## src/rtl/axis_byte_bridge.sv

```systemverilog
// Byte-stream <-> word-stream bridge: packs received bytes into INP_WIDTH words and
// unpacks OUT_WIDTH words into bytes, LSB first, with idle-timeout and flush recovery.
module axis_byte_bridge #(
    parameter int INP_WIDTH      = 24,
    parameter int OUT_WIDTH      = 16,
    parameter int TIMEOUT_CYCLES = 1000,
    parameter int DROP_WIDTH     = 8
) (
    input  logic                  clk,
    input  logic                  arstn,

    input  logic [7:0]            s_byte_tdata,
    input  logic                  s_byte_tvalid,
    output logic                  s_byte_tready,

    output logic [INP_WIDTH-1:0]  m_inp_tdata,
    output logic                  m_inp_tvalid,
    input  logic                  m_inp_tready,

    input  logic [OUT_WIDTH-1:0]  s_out_tdata,
    input  logic                  s_out_tvalid,
    output logic                  s_out_tready,

    output logic [7:0]            m_byte_tdata,
    output logic                  m_byte_tvalid,
    input  logic                  m_byte_tready,

    input  logic                  flush,
    output logic                  rx_partial,
    output logic                  timeout_pulse,
    output logic [DROP_WIDTH-1:0] drop_count
);

    localparam int INP_BYTES = (INP_WIDTH + 7) / 8;
    localparam int OUT_BYTES = (OUT_WIDTH + 7) / 8;
    localparam int INP_BITS  = INP_BYTES * 8;
    localparam int OUT_BITS  = OUT_BYTES * 8;
    localparam int RX_IDX_W  = (INP_BYTES > 1) ? $clog2(INP_BYTES) : 1;
    localparam int TX_IDX_W  = (OUT_BYTES > 1) ? $clog2(OUT_BYTES) : 1;
    localparam int TMR_W     = (TIMEOUT_CYCLES > 1) ? $clog2(TIMEOUT_CYCLES) : 1;
    localparam bit TMR_EN    = (TIMEOUT_CYCLES > 0);

    localparam logic [RX_IDX_W-1:0] RX_LAST  = RX_IDX_W'(INP_BYTES - 1);
    localparam logic [TX_IDX_W-1:0] TX_LAST  = TX_IDX_W'(OUT_BYTES - 1);
    localparam logic [TMR_W-1:0]    TMR_LAST = TMR_W'((TIMEOUT_CYCLES > 0) ? TIMEOUT_CYCLES - 1 : 0);

    function automatic logic [DROP_WIDTH-1:0] sat_inc(input logic [DROP_WIDTH-1:0] v);
        return (v == {DROP_WIDTH{1'b1}}) ? v : v + 1'b1;
    endfunction

    logic [INP_BITS-1:0] rx_asm;
    logic [INP_BITS-1:0] rx_asm_next;
    logic [RX_IDX_W-1:0] rx_idx;
    logic [TMR_W-1:0]    rx_tmr;
    logic                byte_acc;
    logic                byte_last;
    logic                tmr_expire;
    logic                flush_drop;
    logic                drop_evt;

    logic [OUT_BITS-1:0] tx_sh;
    logic [TX_IDX_W-1:0] tx_idx;
    logic                tx_busy;
    logic                word_acc;
    logic                byte_out;

    // RX: byte acceptance and discard decisions
    assign s_byte_tready = !flush && ((rx_idx != RX_LAST) || !m_inp_tvalid || m_inp_tready);
    assign byte_acc      = s_byte_tvalid && s_byte_tready;
    assign byte_last     = (rx_idx == RX_LAST);
    assign rx_partial    = (rx_idx != '0);
    // An accepted byte on the expiry cycle keeps the partial word alive.
    assign tmr_expire    = TMR_EN && (rx_idx != '0) && !byte_acc && (rx_tmr == TMR_LAST);
    assign flush_drop    = flush && (rx_idx != '0);
    assign drop_evt      = tmr_expire || flush_drop;

    always_comb begin
        rx_asm_next = rx_asm;
        for (int k = 0; k < INP_BYTES; k++) begin
            if (rx_idx == RX_IDX_W'(k)) begin
                rx_asm_next[8*k +: 8] = s_byte_tdata;
            end
        end
    end

    always_ff @(posedge clk or negedge arstn) begin
        if (!arstn) begin
            rx_asm       <= '0;
            rx_idx       <= '0;
            m_inp_tdata  <= '0;
            m_inp_tvalid <= 1'b0;
        end else begin
            if (m_inp_tready) begin
                m_inp_tvalid <= 1'b0;
            end
            if (byte_acc) begin
                rx_asm <= rx_asm_next;
                if (byte_last) begin
                    m_inp_tdata  <= rx_asm_next[INP_WIDTH-1:0];
                    m_inp_tvalid <= 1'b1;
                    rx_idx       <= '0;
                end else begin
                    rx_idx <= rx_idx + 1'b1;
                end
            end else if (drop_evt) begin
                rx_idx <= '0;
            end
        end
    end

    // RX: idle timer, timeout pulse and drop counter
    always_ff @(posedge clk or negedge arstn) begin
        if (!arstn) begin
            rx_tmr        <= '0;
            timeout_pulse <= 1'b0;
            drop_count    <= '0;
        end else begin
            timeout_pulse <= tmr_expire;
            if (byte_acc || (rx_idx == '0) || drop_evt) begin
                rx_tmr <= '0;
            end else begin
                rx_tmr <= rx_tmr + 1'b1;
            end
            if (drop_evt) begin
                drop_count <= sat_inc(drop_count);
            end
        end
    end

    // TX: word latch and byte shifter
    assign s_out_tready  = !tx_busy;
    assign m_byte_tvalid = tx_busy;
    assign m_byte_tdata  = tx_sh[7:0];
    assign word_acc      = s_out_tvalid && s_out_tready;
    assign byte_out      = m_byte_tvalid && m_byte_tready;

    always_ff @(posedge clk or negedge arstn) begin
        if (!arstn) begin
            tx_sh   <= '0;
            tx_idx  <= '0;
            tx_busy <= 1'b0;
        end else if (word_acc) begin
            tx_sh   <= OUT_BITS'(s_out_tdata);
            tx_idx  <= '0;
            tx_busy <= 1'b1;
        end else if (byte_out) begin
            if (tx_idx == TX_LAST) begin
                tx_busy <= 1'b0;
            end else begin
                tx_sh  <= tx_sh >> 8;
                tx_idx <= tx_idx + 1'b1;
            end
        end
    end

endmodule

```

## config.mk

```make
export PLATFORM = sky130hd
export DESIGN_NAME = axis_byte_bridge
export DESIGN_NICKNAME = d
export VERILOG_FILES = /design/src/rtl/axis_byte_bridge.sv
export SDC_FILE = /design/constraint.sdc
export NUM_CORES = 1
export LEC_CHECK = 0
export ABC_CLOCK_PERIOD_IN_PS = 1600
export CAP_MARGIN = 15
export CORE_UTILIZATION = 47
export CTS_BUF_LIST = sky130_fd_sc_hd__clkbuf_8
export CTS_CLUSTER_DIAMETER = 80
export DETAILED_ROUTE_END_ITERATION = 8
export PLACE_DENSITY = 0.79
export REMOVE_ABC_BUFFERS = 1
export SLEW_MARGIN = 10
export SYNTH_ARGS = -nofsm -noshare
export SYNTH_HDL_FRONTEND = slang
export SYNTH_SLANG_ARGS = --single-unit
```

## constraint.sdc

```tcl
create_clock -name clk -period 1.6 [get_ports clk]
set_input_delay 0.32 -clock clk [delete_from_list [all_inputs] [get_ports clk]]
set_output_delay 0.32 -clock clk [all_outputs]
set_load 0.02 [all_outputs]
```

==> flow_summary.toml <==
[sta]
relSlewSlack_pct = 73.9
clock.fmax_mhz = 571
fin_crit_ns = 1.75
max_slew.worst_pin.slew_ns = 0.392
setup_ws_ns = -0.151
setup_viol = 37
hold_violations = 0
rsz0062_at_grt = "true"
slew_violations = 0
fin_skew_ns = 0.00827
fin_crit_sh_pct = 109
tns_ns = -2.63

[synth]
synth_warnings = 0
ys_top_cells_by_area = "dfrtp_1, mux2_2, mux2i_1"
synth_seq_cells = 80
synth_top_family_by_area = "multiplexers"
synthMuxAreaShare_pct = 16.7
ys_types = 39
synthCells = 262
synth-compound-area-share_pct = 6.02
synth-adder-area-share_pct = 0.743
netlist.area_leader.share_pct = 59.4
ys_seq_area_share_pct = 59.4
synth_xor_xnor_area_share_pct = 3.38
mappedNetlistArea_sq_um = 3370
syn_avg_cell_area_sq_um = 12.9
synth_simple_gate_area_share_pct = 9.80
synth_top_cell_by_area = "dfrtp_1"

[status]
status = "complete, but fails checks"
violations = "negative setup slack"

[clocking]
ctsHtreeMaxLevel = 3
clk_latency_ns = 0.34
cts_num_sinks = 80
root_buffer = "clkbuf_8"
cts_tree = "built"
tritoncts.num_buffers = 9
cts_buffer_depth = 2
path_clk_slew_ns = 0.08

[worst_setup_path]
path_class = "reg2reg"
cp_cell_sequence = "buf_6, nor3b_1, o22ai_1, buf_4, nor3_2, mux2_4"
critical_path.max_fanout = 8
crit_path_top_delay_cell = "dfrtp_1"
critical_path_required_ns = 1.83
critPathArrivalTime_ns = 1.98
r2r-end = "drop_count[1]"
end_kind = "flip-flop"
slowest_delay_ns = 0.42
reg2reg_from = "rx_idx[0]"
ff2ff_path_depth = 6
rrSetupSlack_ns = -0.15
critPathLaunchType = "flip-flop"

[place]
post-dp-hpwl_microns = 4760
gp_congestion = 0.793
portBuffers = 76
pre_cts_slack_ns = -0.504

[route]
firstDrtPassIters = 4
drt_iter0_markers = 64
vias = 2456
routedWlPerCell_microns = 16.3
drc = 0
routed_via_density = 5.10
antenna_left = 0
drt-total-wl_microns = 7840

[floorplanning]
die_area_sq_um = 7510
rows = 30
dieHeight_microns = 86.7
ioPinCount = 77
die_w_microns = 86.7
initial_core_util_pct = 49.1
core_area_sq_um = 6870

[grt]
grt_pass1_wl_microns = 11900
grt_pass1_vias = 2507
grt_max_degree = 29
grt_antenna_before_repair = 0
grt.overflow.total = 0
track_usage_pct = 21.0

[final_layout]
drive_gt1_share_pct = 35.8
syn_to_final_growth_pct = 48.3
num_antenna_cells = 0
final_nets = 414

[hold_path]
hold_path.startpoint = "m_inp_tready"
hold_depth = 2
hp-class = "in2reg"
min_to = "m_inp_tvalid"

[power_and_ir_drop]
ir_worst_vdd_mv = 0.723
p_leak_nw = 2.46
p_per_area_nw_per_um2 = 1290

[flow_run]
cap_viol_max_count = 0
## cell families (layout without fill, tap and decap cells)
kind of cell,count (synthesis),after routing
AO/OA/AOI/OAI,29,29
XOR/XNOR,13,13
adder cells (fa/ha/maj),2,2
buffers and inverters,25,148
flip-flops,80,80
multiplexers,51,51
AND/OR/NAND/NOR,62,63
## critical path, delay by kind of cell, from the launching register on
kind / cells / cell delay, ns
AOI/OAI and AO/OA: 1 / 0.10
buffers and inverters: 2 / 0.35
DFF: 1 / 0.42
muxes: 1 / 0.32
and+or+nand+nor: 2 / 0.45
## stage by stage
step	util, %	std cells	hold WS (ns)	total power [mW]	area, sq um
after floorplan	-	246	0.0244	4.03	3270
after global placement	64.8	453	0.249	5.12	4450
after detailed placement	64.8	453	0.252	5.21	4450
after CTS	68.7	478	0.430	6.27	4720
after global routing	72.8	482	0.270	6.81	5000
final	72.8	482	0.273	6.43	5000
## how the worst max path moves through the flow
stage | cells after the start | end | start
after floorplan | 3 | tx_sh[10] | m_byte_tvalid
after global placement | 4 | s_byte_tready | m_inp_tready
after detailed placement | 4 | s_byte_tready | m_inp_tready
after CTS | 6 | drop_count[1] | rx_idx[0]
after global routing | 5 | drop_count[1] | rx_tmr[0]
final | 6 | drop_count[1] | rx_idx[0]
## routing by layer
metal / track usage (%) / part of all wire, % / routed length, microns
met5: 0 / 0 / 0
met4: 10.2 / 2.0 / 155
met3: 3.81 / 2.9 / 230
met2: 35.8 / 52 / 4050
met1: 25.8 / 43 / 3400
## state kept, by name (all words and copies together), names as in the netlist
signal         count
drop_count         8
rx_tmr            10
tx_sh             16
m_inp_tvalid       1
rx_asm            16
tx_idx             1
m_inp_tdata       24
rx_idx             2
m_byte_tvalid      1
timeout_pulse      1
## timing repair
action / 4_1_cts / 5_1_grt
setup endpoints to repair: 63 / 33
gates resized for setup: 68 / 59
hold endpoints to repair: 24 / 0
setup buffers: 7 / 4
pin swaps: 9 / 11
hold buffers: 1 / 0
cloned: 1 / 2
## layout by cell type (no fill, tap or decap), types with 3 or more instances in the layout
master           netlist  layout
nor4_4                 0       3
buf_4                  8      37
nand2_1               16      15
nor3_1                 7       6
buf_6                  0       7
clkbuf_8               0       9
clkdlybuf4s50_1        0      27
nor2_2                 1       7
mux2_2                43      17
dfrtp_1               80      80
dlymetal6s2s_1         0       3
nand3_1                4       4
a22o_1                 8       8
xor2_1                 6       5
buf_12                 0       3
dlygate4sd2_1          0      43
nor2_4                 0       4
o21ai_0               13      11
mux2i_1                8       8
xnor2_1                7       7
inv_1                  9      10
nor2_1                14       4
mux2_4                 0      26
## cell type report
class                      count  area, sq um
fill                         481         1870
sequential                    80         2000
multi-input combinational    158         1520
inverter                       9         33.8
timing repair buffer         123         1160
clock buffer                   9          124
clock inverter                 7         41.3
tap                           96          120
## cells in the mapped netlist
cell type   n
nand2b_1    2
o2111ai_1   1
o22ai_1     1
dfrtp_1    80
o31a_1      1
nand2_1    16
inv_1       9
nand4bb_1   1
or3b_2      1
nand4_2     1
buf_4       8
nand4b_1    2
nor4_1      3
nor3b_1     1
ha_1        2
nand3_1     4
xor2_1      6
or2b_1      1
nor3_2      1
clkbuf_1    1
buf_2       6
mux2_2     43
xnor2_1     7
nor2b_1     3
nor2_1     14
a21oi_1     1
buf_1       1
nor3_1      7
nor2_2      1
o21ai_0    13
and2_1      1
mux2i_1     8
a2111oi_2   1
a31o_2      1
a31oi_1     1
o22a_1      1
nand4_1     2
nor3b_2     1
a22o_1      8
## power by group
| group | leakage, nW | switching, mW | internal (mW) |
|---|---|---|---|
| sequential | 1.03 | 0.347 | 2.57 |
| clock | 0.0876 | 0.710 | 0.549 |
| combinational | 1.34 | 1.12 | 1.13 |
Power figures use the tool's default switching activity.
